File: src/rtl/coef_burst_pkg.sv
// Shared types and helpers for the coefficient burst streamer.
package coef_burst_pkg;

  localparam int unsigned IDX_W = 6;

  typedef enum logic {
    IDLE  = 1'b0,
    BURST = 1'b1
  } state_t;

  // Coefficient word layout: {bank[1:0], idx[5:0]}
  function automatic logic [7:0] coef_word(input logic [1:0]       bank,
                                           input logic [IDX_W-1:0] idx);
    return {bank, idx};
  endfunction

endpackage

File: src/rtl/coef_fifo.sv
// Synchronous FIFO with full/empty/count status. Push while full is accepted
// only when a pop happens in the same cycle. Output reads zero while empty.
module coef_fifo #(
  parameter int unsigned WIDTH = 9,
  parameter int unsigned DEPTH = 4
) (
  input  logic                     CLK,
  input  logic                     rst,
  input  logic                     push,
  input  logic                     pop,
  input  logic [WIDTH-1:0]         din,
  output logic [WIDTH-1:0]         dout,
  output logic                     full,
  output logic                     empty,
  output logic [$clog2(DEPTH):0]   count
);

  localparam int unsigned AW = $clog2(DEPTH);

  logic [WIDTH-1:0] mem [DEPTH];
  logic [AW-1:0]    wr_ptr;
  logic [AW-1:0]    rd_ptr;
  logic             do_push;
  logic             do_pop;

  assign full    = (count == (AW+1)'(DEPTH));
  assign empty   = (count == '0);
  assign do_pop  = pop & ~empty;
  assign do_push = push & (~full | do_pop);
  assign dout    = empty ? '0 : mem[rd_ptr];

  // Storage array; no reset needed since reads are gated by empty
  always_ff @(posedge CLK) begin
    if (do_push) mem[wr_ptr] <= din;
  end

  // Pointer and occupancy tracking
  always_ff @(posedge CLK) begin
    if (rst) begin
      wr_ptr <= '0;
      rd_ptr <= '0;
      count  <= '0;
    end else begin
      if (do_push) wr_ptr <= wr_ptr + 1'b1;
      if (do_pop)  rd_ptr <= rd_ptr + 1'b1;
      case ({do_push, do_pop})
        2'b10:   count <= count + 1'b1;
        2'b01:   count <= count - 1'b1;
        default: count <= count;
      endcase
    end
  end

endmodule

File: src/rtl/coef_burst_stream.sv
// Streams BURST_LEN coefficient words per bank-address change through an
// output FIFO. Optional feature macro: COEF_BURST_PARITY_EN adds out_parity
// (even parity over {out_last, out_data}) stored alongside each FIFO entry.
module coef_burst_stream
  import coef_burst_pkg::*;
#(
  parameter int unsigned BURST_LEN  = 16,
  parameter int unsigned NUM_BANKS  = 3,
  parameter int unsigned FIFO_DEPTH = 4
) (
  input  logic       CLK,
  input  logic       rst,
  input  logic [5:0] addr,
  input  logic       out_ready,
  output logic       out_valid,
  output logic [7:0] out_data,
  output logic       out_last,
`ifdef COEF_BURST_PARITY_EN
  output logic       out_parity,
`endif
  output logic       overrun,
  output logic       bad_addr
);

`ifdef COEF_BURST_PARITY_EN
  localparam int unsigned FW = 10;
`else
  localparam int unsigned FW = 9;
`endif
  localparam int unsigned        CW       = $clog2(FIFO_DEPTH) + 1;
  localparam logic [IDX_W-1:0]   LAST_IDX = IDX_W'(BURST_LEN - 1);

  state_t           state;
  logic [5:0]       addr_q;
  logic             first;
  logic [1:0]       bank;
  logic [IDX_W-1:0] idx;
  logic             pend;
  logic [1:0]       pend_addr;

  logic             change;
  logic             addr_legal;
  logic             change_ok;
  logic             pop;
  logic             push_ok;
  logic             is_last;
  logic [7:0]       word;
  logic [FW-1:0]    fifo_din;
  logic [FW-1:0]    fifo_dout;
  logic             fifo_full;
  logic             fifo_empty;
  logic [CW-1:0]    unused_fifo_count;

  assign change     = (addr != addr_q) | first;
  assign addr_legal = (32'(addr) < NUM_BANKS);
  assign change_ok  = change & addr_legal;
  assign pop        = out_valid & out_ready;
  assign push_ok    = (state == BURST) & (~fifo_full | pop);
  assign is_last    = (idx == LAST_IDX);
  assign word       = coef_word(bank, idx);

`ifdef COEF_BURST_PARITY_EN
  assign fifo_din = {^{is_last, word}, is_last, word};
  assign {out_parity, out_last, out_data} = fifo_dout;
`else
  assign fifo_din = {is_last, word};
  assign {out_last, out_data} = fifo_dout;
`endif

  assign out_valid = ~fifo_empty;

  // Change detector: previous address and first-cycle-after-reset marker
  always_ff @(posedge CLK) begin
    addr_q <= addr;
    first  <= rst;
  end

  // Burst FSM with pending-change register, overrun pulse and sticky bad_addr.
  // A change arriving on the last push is folded into the next-burst decision
  // so it is neither lost nor reported as an overrun.
  always_ff @(posedge CLK) begin
    if (rst) begin
      state     <= IDLE;
      bank      <= '0;
      idx       <= '0;
      pend      <= 1'b0;
      pend_addr <= '0;
      overrun   <= 1'b0;
      bad_addr  <= 1'b0;
    end else begin
      overrun <= 1'b0;
      if (change & ~addr_legal) bad_addr <= 1'b1;
      case (state)
        IDLE: begin
          if (change_ok) begin
            state <= BURST;
            bank  <= addr[1:0];
            idx   <= '0;
          end
        end
        BURST: begin
          if (push_ok & is_last) begin
            if (pend) begin
              bank <= pend_addr;
              idx  <= '0;
              pend <= change_ok;
              if (change_ok) pend_addr <= addr[1:0];
            end else if (change_ok) begin
              bank <= addr[1:0];
              idx  <= '0;
            end else begin
              state <= IDLE;
              idx   <= '0;
            end
          end else begin
            if (push_ok) idx <= idx + 1'b1;
            if (change_ok) begin
              pend      <= 1'b1;
              pend_addr <= addr[1:0];
              overrun   <= pend;
            end
          end
        end
        default: state <= IDLE;
      endcase
    end
  end

  coef_fifo #(
    .WIDTH (FW),
    .DEPTH (FIFO_DEPTH)
  ) u_fifo (
    .CLK   (CLK),
    .rst   (rst),
    .push  (push_ok),
    .pop   (pop),
    .din   (fifo_din),
    .dout  (fifo_dout),
    .full  (fifo_full),
    .empty (fifo_empty),
    .count (unused_fifo_count)
  );

endmodule

File: config.mk
export PLATFORM = sky130hd
export DESIGN_NAME = coef_burst_stream
export DESIGN_NICKNAME = d
export VERILOG_FILES = /design/src/rtl/coef_burst_pkg.sv /design/src/rtl/coef_fifo.sv /design/src/rtl/coef_burst_stream.sv
export SDC_FILE = /design/constraint.sdc
export NUM_CORES = 1
export LEC_CHECK = 0
export BUFFER_PORTS_ARGS = -buffer_cell sky130_fd_sc_hd__buf_2
export CAP_MARGIN = 20
export CORE_ASPECT_RATIO = 0.75
export CORE_MARGIN = 1.5
export CORE_UTILIZATION = 45
export DETAILED_ROUTE_END_ITERATION = 8
export GPL_TIMING_DRIVEN = 0
export SETUP_SLACK_MARGIN = 0.4
export SYNTH_ARGS = -nofsm -noshare
export SYNTH_HDL_FRONTEND = slang
export SYNTH_HIERARCHICAL = 1
export SYNTH_SLANG_ARGS = --single-unit
File: constraint.sdc
create_clock -name CLK -period 3.4 [get_ports CLK]
set_input_delay 0.68 -clock CLK [delete_from_list [all_inputs] [get_ports CLK]]
set_output_delay 0.68 -clock CLK [all_outputs]
set_load 0.05 [all_outputs]
==> impl_metrics.py <==
metrics = {
    "global_routing": {
        "vias_in_the_first_global_route": 1543,
        "global_route.usage.total": 0.1615,
        "grt_first_pass_wirelength_mm": 7.969,
        "total_gr_overflow": 0,
        "antenna_violations_before_repair": 0,
        "grt_max_degree": 13,
    },
    "pwr": {
        "power.leakage_nw": 1.205,
        "cellPowerDensity_nw_per_um2": 515.6,
        "pwr-share-comb": 0.048,
        "irDropWorstVdd_v": 0.0002189,
        "netSwitchingFraction": 0.2044,
        "cellInternalPower_mw": 1.382,
        "total_switching_power_uw": 355.1,
        "clkPwrFrac": 0.463,
        "share_seq_of_total_power": 0.489,
    },
    "layout": {
        "drive_above_1_share": 0.2857,
        "n_antenna_cell": 0,
        "layout.cells.non_filler": 333,
        "area.sequential_sq_um": 1682,
        "multi_input_comb_area_sq_um": 1134,
        "most_common_library_cell_in_the_layout_ignoring_fill_and_taps": "edfxtp_1",
        "layout_common_cells": "edfxtp_1, dfxtp_1, buf_2",
        "nNetsFinal": 263,
        "areaGrowthSynthToFinish_pct": 16.83,
        "layout.core_utilization": 0.5386,
        "fillCellCount": 546,
    },
    "floorplan": {
        "die-height_um": 72.33,
        "pin_count": 21,
        "floorplan.initialDensity": 0.4610,
        "fp.dieArea_sq_um": 6903,
        "standard_cell_row_count": 25,
        "core-area_sq_um": 6256,
        "dieWidth_um": 95.44,
    },
    "drt": {
        "detailroute.wirelength.met3_um": 211,
        "first_iter_violations": 60,
        "wl_met2_mm": 2.076,
        "highest-signal-layer": "met4",
        "routedLengthMet1_mm": 2.549,
        "via_count": 1646,
        "dr.pass1.iters": 4,
        "drt_drc_violations_left": 0,
        "drt-vias-per-instance": 4.943,
        "drt-wirelength-per-cell_um": 14.61,
        "postRouteWirelength_mm": 4.865,
        "ant_nets": 0,
    },
    "worst_setup_path": {
        "critical_path.max_fanout": 8,
        "worst-endpoint-required_ps": 3660,
        "cp_slowest_stage_delay_ps": 380,
        "cpLargestDelayFamily": "simple AND/OR/NAND/NOR gates",
        "critPathKind": "reg -> reg",
        "crit_path_cell_trace": "nor3_4 > buf_6 > nand2b_2 > a21boi_2 > a21boi_2 > inv_1 > ha_1 > inv_1 > fa_1 > xor2_1 > or3_1 > a21oi_1",
        "worstPathArrival_ps": 3050,
        "crit_path_end_kind": "flop",
        "cpMaxStageDelayCell": "fa_1",
        "worst_setup_path_start_kind": "flop",
        "cp_num_buf_inv": 3,
    },
    "timing": {
        "post-route-worst-setup-slack_ps": 613.4,
        "max_freq_mhz": 358.9,
        "grt_setup_unrepaired": "false",
        "tightest_slew_ps": 735.1,
        "timing.final.crit_share": 0.8196,
        "finalHoldViolations": 0,
        "clock-skew-final_ps": 11.55,
        "final_max_slew_viol_count": 0,
        "final-setup-viol-count": 0,
        "final.setup.tns_ps": 0,
        "min_period_ps": 2787,
        "relSlewSlack": 0.5061,
        "tightest_hold_margin_ps": 477.4,
    },
    "cts": {
        "clk_root_buffer_cell": "clkbuf_8",
        "cts-buffers-inserted": 9,
        "clock_latency_ps": 330,
        "h_tree_levels": 3,
        "post_cts_hold_buffer_count": 0,
        "clkTransAtPathRegs_ps": 70,
        "cts-root-to-sink-buffers": 2,
        "cts.sink_count": 66,
        "tritoncts_clock_tree": "done",
    },
    "yosys": {
        "synth_enable_flop_cells": 36,
        "ys_top_cells_by_area": "edfxtp_1, dfxtp_1, mux4_2",
        "synth_nets": 229,
        "synth.yosys.warnings": 6,
        "synth_cell_type_count": 51,
        "synth_area_leader_cell": "edfxtp_1",
        "yosysSeqAreaShare": 0.5831,
        "postSynthCellCount": 213,
        "synth.top_cell.area_share": 0.3748,
        "mappedNetlistArea_sq_um": 2884,
        "asyncSetResetFlopFracSynth": 0,
        "syn-mean-instance-area_sq_um": 13.54,
        "ys_dominant_reg_cell": "edfxtp_1",
        "postSynthRegisterBits": 66,
    },
    "placed_design": {
        "weighted_congestion_reported_at_the_end_of_routability_driven_placement": 0.7493,
        "dp_slack_ps": 268.8,
        "dpl.hpwl_mm": 3.309,
        "placed_cells_incl_taps": 314,
        "io_buffers": 20,
    },
    "worst_hold_path": {
        "worst_hold_path_type": "reg -> reg",
    },
    "status": {
        "run_status": "complete, no violations",
    },
    "run": {
        "max-cap-violations": 0,
    },
}
-- metal layers --
| metal | up-vias | GRT usage |
|---|---|---|
| met5 | - | 0 |
| met4 | 0 | 0.04902 |
| met3 | 2 | 0.06918 |
| met2 | 27 | 0.2230 |
| met1 | 768 | 0.2299 |
| li1 | 849 | - |
-- final cells by class --
| type | instances | area share |
|---|---|---|
| clock inverters | 6 | 0.03305 |
| multi-input cells | 130 | 0.3364 |
| clock buffers | 10 | 0.04085 |
| inverters | 10 | 0.01114 |
| flip-flops and latches | 66 | 0.4991 |
| repair buffers | 23 | 0.03639 |
| plain buffers | 7 | 0.01300 |
| well taps | 81 | 0.03008 |
-- synth_stat cells (all sizes together) (7+ instances only) --
library cell and count:
dfxtp 30, a21oi 13, nand2b 7, nor2b 10
mux2i 7, nor2 7, inv 10, o21ai 7
nand2 9, mux4 9, edfxtp 36
-- worst min-delay path, delay by kind of cell, from the launching register on --
family	cells	cell delay, ps
flops	1	330
simple gates	1	70
compound gates	1	40
-- sequential cells by signal, summed over array words and instances, names as in the netlist, named ones only --
signal         cells
pend_addr          2
pend               1
u_fifo/mem        36
overrun            1
u_fifo/rd_ptr      2
addr_q             6
idx                6
u_fifo/count       3
bank               2
first              1
u_fifo/wr_ptr      2
bad_addr           1
state              1
-- repair_timing --
| action | CTS | global route |
|---|---|---|
| gates cloned | 0 | 0 |
| resized for setup | 2 | 1 |
| endpoints found under the hold margin | 0 | 0 |
| endpoints found under the setup margin | 1 | 1 |
| setup buffers | 0 | 3 |
| pin swaps | 0 | 1 |
-- path summary, 6_finish.rpt --
kind                                        end  slack, ps             from  cells past startpoint
worst max-delay path            u_fifo/count[2]        610  u_fifo/count[1]                     12
worst min-delay path                   bad_addr        480         bad_addr                      2
worst max register to register  u_fifo/count[2]        610  u_fifo/count[1]                     12
worst min register to register         bad_addr        480         bad_addr                      2
-- power by group through the flow --
stage | combinational (mW) | sequential, mW | clock [mW]
after global routing | 0.0906 | 0.851 | 0.860
after CTS | 0.0809 | 0.850 | 0.819
after floorplan | 0.0562 | 0.869 | 0
after detailed placement | 0.0802 | 0.868 | 0
after global placement | 0.0797 | 0.868 | 0
final | 0.0826 | 0.850 | 0.805
-- per-stage QoR --
stage | power (mW) | cell area (sq um)
finish | 1.737 | 3369
global route | 1.801 | 3369
CTS | 1.750 | 3343
detailed placement | 0.9481 | 3085
global placement | 0.9473 | 3085
floorplan | 0.9251 | 2884
-- cells by family (layout without fill, tap and decap cells) --
kind of cell	count (synthesis)	count (layout)	share of synthesized area
AND/OR/NAND/NOR	65	65	0.1488
adder cells (fa/ha/maj)	7	7	0.03297
buffers and inverters	17	56	0.02690
flip-flops	66	66	0.5831
AO/OA/AOI/OAI	33	33	0.08416
multiplexers	17	17	0.09978
XOR/XNOR	8	8	0.02430
No activity file was read; power rests on OpenSTA's default activity.
